==> src/rtl/uart_transmitter.sv <==
// UART transmitter: start bit, 7/8 data bits LSB first, optional even parity,
// 1 or 2 stop bits, paced by a 16x tick divider selected per frame.
module uart_transmitter #(
   parameter int DIV_LO = 326,
   parameter int DIV_HI = 27
) (
   input  logic       clk,
   input  logic       rst,
   input  logic       tx_start,
   input  logic [7:0] data,
   input  logic       dnum,
   input  logic       snum,
   input  logic       par,
   input  logic       bd_rate,
   output logic       dout,
   output logic       tx_ready,
   output logic       tx_done
);

   typedef enum logic [2:0] {
      S_IDLE   = 3'd0,
      S_START  = 3'd1,
      S_DATA   = 3'd2,
      S_PARITY = 3'd3,
      S_STOP   = 3'd4
   } state_t;

   function automatic logic even_parity(input logic [7:0] bits);
      return ^bits;
   endfunction

   state_t      state_q, state_d;
   logic [15:0] div_cnt_q, div_cnt_d;
   logic [15:0] div_q, div_d;
   logic [3:0]  tick_cnt_q, tick_cnt_d;
   logic [2:0]  bit_idx_q, bit_idx_d;
   logic [7:0]  shreg_q, shreg_d;
   logic        par_bit_q, par_bit_d;
   logic        dnum_q, dnum_d;
   logic        snum_q, snum_d;
   logic        par_q, par_d;
   logic        dout_q, dout_d;
   logic        ready_q, ready_d;
   logic        done_q, done_d;
   logic        tick_s;
   logic        bit_end_s;
   logic [2:0]  last_idx_s;

   // Next-state, tick generation and registered-output computation
   always_comb begin
      state_d    = state_q;
      div_cnt_d  = div_cnt_q;
      div_d      = div_q;
      tick_cnt_d = tick_cnt_q;
      bit_idx_d  = bit_idx_q;
      shreg_d    = shreg_q;
      par_bit_d  = par_bit_q;
      dnum_d     = dnum_q;
      snum_d     = snum_q;
      par_d      = par_q;
      dout_d     = dout_q;
      ready_d    = ready_q;
      done_d     = 1'b0;
      tick_s     = (div_cnt_q == (div_q - 16'd1));
      bit_end_s  = tick_s && (tick_cnt_q == 4'd15);
      last_idx_s = dnum_q ? 3'd7 : 3'd6;

      // Divider only runs while a frame is in flight
      if (state_q == S_IDLE) begin
         div_cnt_d  = 16'd0;
         tick_cnt_d = 4'd0;
      end else if (tick_s) begin
         div_cnt_d  = 16'd0;
         tick_cnt_d = tick_cnt_q + 4'd1;
      end else begin
         div_cnt_d  = div_cnt_q + 16'd1;
      end

      case (state_q)
         S_IDLE: begin
            dout_d  = 1'b1;
            ready_d = 1'b1;
            if (tx_start && ready_q) begin
               state_d    = S_START;
               dout_d     = 1'b0;
               ready_d    = 1'b0;
               div_cnt_d  = 16'd0;
               tick_cnt_d = 4'd0;
               div_d      = bd_rate ? 16'(DIV_HI) : 16'(DIV_LO);
               shreg_d    = data;
               par_bit_d  = even_parity(dnum ? data : {1'b0, data[6:0]});
               dnum_d     = dnum;
               snum_d     = snum;
               par_d      = par;
            end else begin
               state_d = S_IDLE;
            end
         end
         S_START: begin
            if (bit_end_s) begin
               state_d   = S_DATA;
               dout_d    = shreg_q[0];
               shreg_d   = {1'b0, shreg_q[7:1]};
               bit_idx_d = 3'd0;
            end else begin
               state_d = S_START;
            end
         end
         S_DATA: begin
            if (bit_end_s) begin
               if (bit_idx_q == last_idx_s) begin
                  bit_idx_d = 3'd0;
                  if (par_q) begin
                     state_d = S_PARITY;
                     dout_d  = par_bit_q;
                  end else begin
                     state_d = S_STOP;
                     dout_d  = 1'b1;
                  end
               end else begin
                  bit_idx_d = bit_idx_q + 3'd1;
                  dout_d    = shreg_q[0];
                  shreg_d   = {1'b0, shreg_q[7:1]};
               end
            end else begin
               state_d = S_DATA;
            end
         end
         S_PARITY: begin
            if (bit_end_s) begin
               state_d   = S_STOP;
               dout_d    = 1'b1;
               bit_idx_d = 3'd0;
            end else begin
               state_d = S_PARITY;
            end
         end
         S_STOP: begin
            // bit_idx counts completed stop bits when two are requested
            if (bit_end_s) begin
               if (snum_q && (bit_idx_q == 3'd0)) begin
                  bit_idx_d = 3'd1;
               end else begin
                  state_d = S_IDLE;
                  dout_d  = 1'b1;
                  ready_d = 1'b1;
                  done_d  = 1'b1;
               end
            end else begin
               state_d = S_STOP;
            end
         end
         default: begin
            state_d = S_IDLE;
            dout_d  = 1'b1;
            ready_d = 1'b1;
         end
      endcase
   end

   // State and output registers with synchronous reset
   always_ff @(posedge clk) begin
      if (rst) begin
         state_q    <= S_IDLE;
         div_cnt_q  <= 16'd0;
         div_q      <= 16'd0;
         tick_cnt_q <= 4'd0;
         bit_idx_q  <= 3'd0;
         shreg_q    <= 8'd0;
         par_bit_q  <= 1'b0;
         dnum_q     <= 1'b0;
         snum_q     <= 1'b0;
         par_q      <= 1'b0;
         dout_q     <= 1'b1;
         ready_q    <= 1'b1;
         done_q     <= 1'b0;
      end else begin
         state_q    <= state_d;
         div_cnt_q  <= div_cnt_d;
         div_q      <= div_d;
         tick_cnt_q <= tick_cnt_d;
         bit_idx_q  <= bit_idx_d;
         shreg_q    <= shreg_d;
         par_bit_q  <= par_bit_d;
         dnum_q     <= dnum_d;
         snum_q     <= snum_d;
         par_q      <= par_d;
         dout_q     <= dout_d;
         ready_q    <= ready_d;
         done_q     <= done_d;
      end
   end

   assign dout     = dout_q;
   assign tx_ready = ready_q;
   assign tx_done  = done_q;

endmodule

==> config.mk <==
export PLATFORM = sky130hd
export DESIGN_NAME = uart_transmitter
export DESIGN_NICKNAME = d
export VERILOG_FILES = /design/src/rtl/uart_transmitter.sv
export SDC_FILE = /design/constraint.sdc
export NUM_CORES = 1
export LEC_CHECK = 0
export BUFFER_PORTS_ARGS = -buffer_cell sky130_fd_sc_hd__buf_2
export CAP_MARGIN = 20
export CORE_ASPECT_RATIO = 1.4
export CORE_MARGIN = 4
export CORE_UTILIZATION = 54
export CTS_CLUSTER_SIZE = 8
export DETAILED_ROUTE_END_ITERATION = 8
export PLACE_DENSITY = 0.86
export SETUP_SLACK_MARGIN = 0.1
export SYNTH_ARGS = -nofsm -noshare
export SYNTH_HDL_FRONTEND = slang
export SYNTH_SLANG_ARGS = --single-unit
==> constraint.sdc <==
create_clock -name clk -period 2.8 [get_ports clk]
set_input_delay 0.28 -clock clk [delete_from_list [all_inputs] [get_ports clk]]
set_output_delay 0.28 -clock clk [all_outputs]
set_load 0.03 [all_outputs]
==> results of run 1 <==
[area by class of cell]
class	count	share of cell area [%]
timing repair buffer	27	5.79
clock inverter	3	3.18
sequential	44	31.2
inverter	19	2.52
tap	60	2.65
multi-input combinational	221	52.2
clock buffer	5	2.43
[registers in the layout (all words and copies together), names as in the netlist]
| signal | flops |
|---|---|
| state_q | 3 |
| div_q | 3 |
| par_q | 1 |
| shreg_q | 8 |
| tx_ready | 1 |
| par_bit_q | 1 |
| tx_done | 1 |
| div_cnt_q | 16 |
| dout | 1 |
| tick_cnt_q | 4 |
| dnum_q | 1 |
| bit_idx_q | 3 |
| snum_q | 1 |
[where the power goes]
part           switching, W  leakage, nW  total [W]  internal (W)
registers         0.0000205        0.359   0.000673      0.000653
clock network      0.000222       0.0784   0.000668      0.000446
logic              0.000142        0.642   0.000252      0.000109
total              0.000385         1.08    0.00159       0.00121
[metal layers]
metal  vias to the layer above  part of all wire, %  global-route usage [%]
met5                         -                    0                       0
met2                        50                   51                    34.8
met4                         0                  2.2                    8.11
li1                       1078                    -                       -
met3                        10                  3.4                    4.11
met1                      1012                   43                    22.2
[metrics by stage]
stage	cells	setup WS, ps	area [µm²]
after floorplan	299	102	2470
after global placement	369	232	2620
after detailed placement	369	148	2620
after CTS	377	121	2780
after global routing	379	86.0	2830
final	379	210	2830
[layout by cell type, fill, tap and decap left out, drive strengths merged, types with 2 or more instances in the layout]
master / count
dfxtp: 44
nor2: 39
buf: 27
nand2: 22
inv: 19
a21oi: 17
xnor2: 14
xor2: 14
a211oi: 12
nor2b: 10
nand3: 10
and3: 9
nand4: 9
a221oi: 7
mux2i: 6
ha: 6
nand2b: 5
nor3: 5
clkbuf: 5
o21ai: 4
or4: 4
or3: 4
o22ai: 3
bufinv: 3
and2: 3
nor4: 2
a21boi: 2
o211ai: 2
o31ai: 2
[cells in the mapped netlist, drive strengths merged]
cell    number  area share, %
a21boi       2           0.61
nand3       10            2.0
nand3b       1           0.30
o211ai       2           0.81
xor2        14            5.3
mux2i        6            2.4
nor3         5            1.0
ha           6            3.0
or4          4            1.2
nor4         2           0.51
o2111a       1           0.51
a211oi      12            4.2
clkbuf      11            1.7
o21bai       1           0.30
nand4        9            3.5
o22ai        3           0.76
a221oi       7            2.5
nor2        39            5.9
or2          1           0.25
a2111o       1           0.46
a22oi        1           0.30
a31oi        1           0.25
nor2b       10            2.5
buf          4            1.0
and3b        1           0.36
xnor2       14            5.0
o41ai        1           0.36
o31ai        2           0.61
and2         3           0.76
nand2b       5            1.3
dfxtp       44             36
inv         19            2.9
or3          4            1.2
nand2       22            3.4
o311a        1           0.41
o21ai        4           0.81
and3         9            2.3
a21oi       17            3.5
[tightest hold or removal path, stage by stage]
cell and delay (ps):
buf_2 90, nand2_1 50, a21oi_1 50
[cells by family (layout without fill, tap and decap cells)]
family                   count (synthesis)  count (layout)  synth area share [%]
AND/OR/NAND/NOR                        125             125                  26.6
multiplexers                             6               6                  2.44
adder cells (fa/ha/maj)                  6               6                  3.05
buffers and inverters                   34              54                  5.64
flip-flops                              44              44                  35.8
AO/OA/AOI/OAI                           56              56                  16.3
XOR/XNOR                                28              28                  10.3
[final timing paths]
path / from / to / slack, ps / depth (start not counted)
setup / recovery: div_q[1] / bit_idx_q[1] / 210 / 10
hold reg to reg: shreg_q[2] / shreg_q[2] / 470 / 2
hold / removal: par / par_q / 210 / 3
setup reg to reg: div_q[1] / bit_idx_q[1] / 210 / 10
[what timing repair did]
| action | in CTS | in global routing |
|---|---|---|
| buffers inserted | 0 | 2 |
| gates resized for setup | 0 | 9 |
| setup endpoints to repair | 0 | 32 |
==> reports/results.ini, run 1 <==
[layout]
final_util_pct=65.7
fillers=354
final_net_count=339
area_growth_pct=14.8
multi_input_area_um2=1480
regArea_um2=883
antenna_cells=0
drive_gt1_share_pct=16.3

[route]
vias=2150
ant_nets=0
drt_iter0_drc=125
wl_per_cell_um=13.5
dr.pass1.iters=4
route.detailed.drc=0
drt_wl_total_mm=5.11
avgViaCountPerCell=5.67

[setup_path]
path_class=flop to flop
crit_slowest_cell=or4_1
cp_top_family=simple AND/OR/NAND/NOR gates
crit_arrival_ps=2820
cpPeakStageDelay_ps=540
cp_max_fo=5
start_kind=flop
crit_chain=inv_1, ha_2, buf_4, xor2_2, or3_4, a211oi_4, buf_6, nand4_4, or4_1, a21oi_1
cp_num_buf_inv=3
cp_data_required_time_ps=3030
end_kind=flop

[yosys]
netlist_instances=299
synth_area_um2=2460
ys_warn_count=0
syn_avg_cell_area_um2=8.24
syn-num-nets=320
ys_seq_area_share_pct=35.8
synth.distinct_cells=47
ys_ff_latch=44

[clocking]
cts.path.max_buffers=2
cts_sinks=44
numCtsBuffers=5
root_buffer=clkbuf_8
cts_tree=done
cts_max_level=2
clkLatencyLatePin_ps=300
cts_hold_buf=0
cts.clk_slew.worst_paths_ps=80

[pwr]
p_leak_nw=1.08
finalPower_w=0.00159
ir_drop_mv=0.397
pwr_density_cell_nw_per_um2=563

[timing]
worst_slew_pin_slew_ps=487
min_period_over_period_pct=92.5
drv_slew=0
fmax_mhz=386
rsz0062_at_grt=false
relSlewSlack_pct=67.3
post-route-min-period_ps=2590
final.setup.tns_ps=0
hold_viol_final=0
setup_viol=0
timing.hold.ws_ps=212
fin_worst_skew_ps=8.19

[placed_design]
io_buffers=17
hpwl_mm=3.66
gp_congestion=0.892

[global_route]
grt_max_degree=26
antenna_found_initial=0
grt_pass1_wl_mm=8.80
grtUsageTotal_pct=19.4
grt-ovfl-total=0
grt_pass1_vias=2082

[job]
drv_cap=0

[floorplanning]
rows=28
io_pins=18
die_area_um2=5720
fp.dieW_um=65.1
initial_core_util_pct=57.2
placeableCoreArea_um2=4310
die_y_um=87.9

[min_path]
hold_path_class=primary input to flop

[status]
outcome=completed

(Power assumes the default switching activity.)
==> run 2, diff against run 1 <==
- CORE_UTILIZATION: 54 -> 60
- PLACE_DENSITY: 0.86 -> 0.89
- clock period: 2.8 -> 2.7 ns (I/O delays scaled with it)
==> run 2 against run 1 <==
- first-iteration DRC count is 28% lower
- register-to-register slack worse by 50 ps
- cell count is 4.0% lower
- clock skew is 0.59 ps lower
- count of clock-buffer cells in the layout is 1 higher
- fmax is 1.9% higher
- die area is 9.0% lower
- core utilization is 4.8 points higher
- global-route usage is 1.0 points higher
- worst setup slack worse by 51 ps
- non-clock buffer count is 2 higher
- flip-flop and latch count stayed put
- largest cell class unchanged
- largest power group unchanged
==> reports/results.ini, run 2 (same netlist as run 1, synthesis figures left out) <==
[timing]
fmax_mhz=394
drv_slew=0
setup_viol=0
fin_worst_skew_ps=7.60
setup_ws_ps=159
post-route-min-period_ps=2540
timing.hold.ws_ps=208
final.setup.tns_ps=0
hold_viol_final=0
relSlewSlack_pct=70.0
rsz0062_at_grt=true
worst_slew_pin_slew_ps=447
min_period_over_period_pct=94.1

[route]
route.detailed.drc=0
avgViaCountPerCell=5.87
vias=2138
dr.pass1.iters=4
wl_per_cell_um=14.7
ant_nets=0
drt_iter0_drc=90
drt_wl_total_mm=5.36

[layout]
top_register=div_cnt_q
reg_top3=div_cnt_q: 16 flops, shreg_q: 8 flops, tick_cnt_q: 4 flops
antenna_cells=0
fillers=313
drive_gt1_share_pct=16.8
final_util_pct=70.4
area_growth_pct=13.0
final_common_cell=dfxtp_1
final_net_count=341
layout.cells.most_common_list=42 x dfxtp_1, 39 x nor2_1, 22 x nand2_1
largest_register_ff_count=16

[setup_path]
path_class=flop to flop
cp_data_required_time_ps=2930
end_kind=flop
cp_max_fo=5
crit_arrival_ps=2770
start_kind=flop

[floorplanning]
die_y_um=83.8
initial_core_util_pct=62.3
placeableCoreArea_um2=3950
rows=27
fp.dieW_um=62.2
io_pins=18
die_area_um2=5210

[global_route]
grtUsageTotal_pct=20.4
grt_pass1_wl_mm=9.03
grt-ovfl-total=0
antenna_found_initial=0
grt_max_degree=26
grt_pass1_vias=2059

[clocking]
cts.path.max_buffers=2
cts_hold_buf=0
cts_max_level=2
clkLatencyLatePin_ps=300
cts_tree=done
cts.clk_slew.worst_paths_ps=80
cts_sinks=44
root_buffer=clkbuf_8
numCtsBuffers=5

[min_path]
hold_path_class=primary input to flop

[pwr]
pwr_density_cell_nw_per_um2=527
pwr-share-seq_pct=47.7
power.share.switching_pct=27.2
switching_power_w=0.000399
ir_drop_mv=0.436
pwr-share-clk_pct=34.3
p_leak_nw=1.07
combPwrFrac_pct=18.0
intPower_w=0.00107

[placed_design]
hpwl_mm=3.67
io_buffers=17
gp_congestion=0.871
pre_cts_slack_ps=-26.0

[status]
outcome=completed

[job]
drv_cap=0

run 2: layout make-up:
type                    count  area, µm²  area share [%]
well taps                  43       53.8            1.93
repair buffers             29        179            6.43
multi-input cells         221       1490            53.5
clock inverters             2       35.0            1.26
flip-flops and latches     44        883            31.7
inverters                  19       71.3            2.56
clock buffers               6       72.6            2.61
run 2: power groups by stage:
stage               sequential, W  clock (W)  combinational [W]
floorplan                0.000714          0           0.000187
global placement         0.000712          0           0.000238
detailed placement       0.000714          0           0.000243
CTS                      0.000699   0.000507           0.000250
global route             0.000704   0.000537           0.000294
finish                   0.000701   0.000503           0.000265
run 2: metal layers:
metal / up-vias / GRT usage [%] / part of all wire, %
met2: 48 / 37.5 / 53
li1: 1086 / - / -
met1: 996 / 23.5 / 41
met3: 8 / 3.64 / 4.0
met5: - / 0 / 0
met4: 0 / 5.92 / 1.4
run 2: worst paths after layout:
path                            startpoint            to  slack, ps  cells after the start
worst max-delay path              div_q[4]  bit_idx_q[1]        160                     11
worst min-delay path                   par         par_q        210                      3
worst max register to register    div_q[4]  bit_idx_q[1]        160                     11
worst min register to register  shreg_q[4]    shreg_q[4]        470                      2
run 2: metrics by stage:
stage | cell area (µm²) | cells | total power, W
floorplan | 2490 | 299 | 0.000901
global placement | 2590 | 350 | 0.000951
detailed placement | 2590 | 350 | 0.000957
CTS | 2740 | 362 | 0.00146
global route | 2780 | 364 | 0.00154
finish | 2780 | 364 | 0.00147
run 2: worst max-delay path, cell delays in order (launching register included):
cell      delay, ps
dfxtp_2         360
inv_2            60
ha_4            150
and3_4          180
ha_4            260
xor2_1          160
nand4_1         160
a211oi_4        190
buf_6           160
nand4_4         110
or4_1           550
a21oi_1         140
run 2: what timing repair did:
item / 4_1_cts / 5_1_grt
endpoints found under the hold margin: 0 / 0
resized for setup: 5 / 6
pin swaps: 2 / 6
buffers inserted: 4 / 2
setup endpoints to repair: 12 / 32
==> run 3, diff against run 2 <==
- CORE_MARGIN: 4 -> unset
- CORE_UTILIZATION: 60 -> 64
- PLACE_DENSITY: 0.89 -> 0.94
- TNS_END_PERCENT: unset -> 50
- clock period: 2.7 -> 3.1 ns (I/O delays scaled with it)
==> run 3 against run 2 <==
- count of clock-buffer cells in the layout fell by 1
- via count up 2.2%
- non-clock buffer count decreased by 4
- fmax fell by 9.3%
==> reports/results.ini, run 3 (same netlist as run 1, synthesis figures left out) <==
[status]
outcome=completed

[setup_path]
r2r_end=bit_idx_q[1]
path_common_cell=ha_1
cp_max_fo=8
r2r_cells=11
crit_arrival_ps=3030
cp_num_buf_inv=2
r2r-start=div_q[1]
cpPeakStageDelay_ps=560
crit_cells=11
r2r_setup_slack_ps=300
crit_slowest_cell=or4_1
path_class=flop to flop
crit_chain=inv_1, ha_1, and3_1, ha_1, xor2_1, nand4_1, a211oi_4, buf_4, nand4_4, or4_1, a21oi_1
setup.worst_path.end=bit_idx_q[1]
startpoint=div_q[1]
end_kind=flop
cp_data_required_time_ps=3330
start_kind=flop
cp_top_family=simple AND/OR/NAND/NOR gates

[global_route]
antenna_found_initial=0
grt_max_degree=26
grt-ovfl-total=0
grtUsageTotal_pct=29.5
grt_pass1_vias=2125
grt_pass1_wl_mm=8.91

[pwr]
combPwrFrac_pct=14.8
switching_power_w=0.000343
pwr-share-seq_pct=42.9
pwr-share-clk_pct=42.3
finalPower_w=0.00142
power.share.switching_pct=24.1
pwr_density_cell_nw_per_um2=517
p_leak_nw=1.07
intPower_w=0.00108
ir_drop_mv=0.526

[timing]
final.setup.tns_ps=0
hold_viol_final=0
drv_slew=0
min_period_over_period_pct=90.3
rsz0062_at_grt=false
timing.hold.ws_ps=235
relSlewSlack_pct=64.7
worst_slew_pin_slew_ps=525
fin_worst_skew_ps=7.66
post-route-min-period_ps=2800
fmax_mhz=357
setup_viol=0

[placed_design]
hpwl_mm=3.85
io_buffers=17
gp_congestion=0.975
placed_cell_area_um2=2580
placed_cells=349

[floorplanning]
rows=26
die_area_um2=4100
placeableCoreArea_um2=3680
initial_core_util_pct=67.0
die_y_um=75.4
fp.dieW_um=54.4
io_pins=18

[clocking]
root_buffer=clkbuf_8
cts_hold_buf=0
cts_max_level=2
clkLatencyLatePin_ps=300
cts_tree=done
cts.clk_slew.worst_paths_ps=90
numCtsBuffers=5
cts_sinks=44
cts.path.max_buffers=2

[route]
route.detailed.drc=0
drt_iter0_drc=74
avgViaCountPerCell=6.08
wl_per_cell_um=14.8
drt_wl_total_mm=5.31
dr.pass1.iters=4
ant_nets=0
vias=2184

[layout]
area_growth_pct=11.9
finalNonFillerCells=359
reg_top3=div_cnt_q: 16 flops, shreg_q: 8 flops, tick_cnt_q: 4 flops
fillers=261
antenna_cells=0
top_register=div_cnt_q
final_net_count=337
largest_register_ff_count=16
final_area_um2=2760
layout.cells.most_common_list=43 x dfxtp_1, 39 x nor2_1, 22 x nand2_1, 19 x inv_1
drive_gt1_share_pct=13.2
multi_input_area_um2=1440
regArea_um2=885
final_common_cell=dfxtp_1

[min_path]
hold_path_class=primary input to flop

[job]
drv_cap=0

[run 3: layout make-up]
class / instances / area share (%)
Timing Repair Buffer: 25 / 5.27
Inverter: 19 / 2.59
Clock inverter: 3 / 3.27
Sequential cell: 44 / 32.1
Tap cell: 42 / 1.91
Clock buffer: 5 / 2.50
Multi-Input combinational cell: 221 / 52.4
[run 3: worst min path at each step]
stage,start,to,slack (ps),cells after the start
finish,par,par_q,240,3
global route,par,par_q,240,3
CTS,par,par_q,240,3
detailed placement,shreg_q[6],shreg_q[6],460,2
global placement,shreg_q[2],shreg_q[2],440,2
floorplan,shreg_q[1],shreg_q[1],430,2
[run 3: power by group through the flow]
stage	logic (W)	registers, W	clock network, W
6_report	0.000211	0.000611	0.000602
2_1_floorplan	0.000157	0.000621	0
3_3_place_gp	0.000200	0.000622	0
4_1_cts	0.000211	0.000610	0.000606
5_1_grt	0.000234	0.000614	0.000632
3_5_place_dp	0.000209	0.000623	0
[run 3: metal layers]
layer  vias up  GRT usage, %  routed length, µm  share of wire (%)
li1       1077             -                  -                  -
met1      1018          33.3               2080                 39
met2        74          51.1               2850                 54
met3        15          6.19                246                4.6
met4         0          14.5                124                2.3
met5         -             0                  0                  0
[run 3: what timing repair did]
item	CTS	global route
buffers inserted	2	0
pin swaps	1	0
endpoints found under the setup margin	9	11
resized for setup	0	2
[run 3: stage by stage]
stage / setup slack [ps] / utilization, %
6_report: 300 / 75.0
5_1_grt: 111 / 75.0
4_1_cts: 196 / 74.9
3_5_place_dp: 81.1 / 70.1
3_3_place_gp: 245 / 70.1
2_1_floorplan: 127 / -
[run 3: worst register-to-register path: cells and delay by family (launching register included)]
kind | cells | cell delay [ps]
AND/OR/NAND/NOR | 4 | 1070
adder cells (fa/ha/maj) | 2 | 490
flip-flops | 1 | 400
AO/OA/AOI/OAI | 2 | 330
buffers and inverters | 2 | 290
XOR/XNOR | 1 | 150
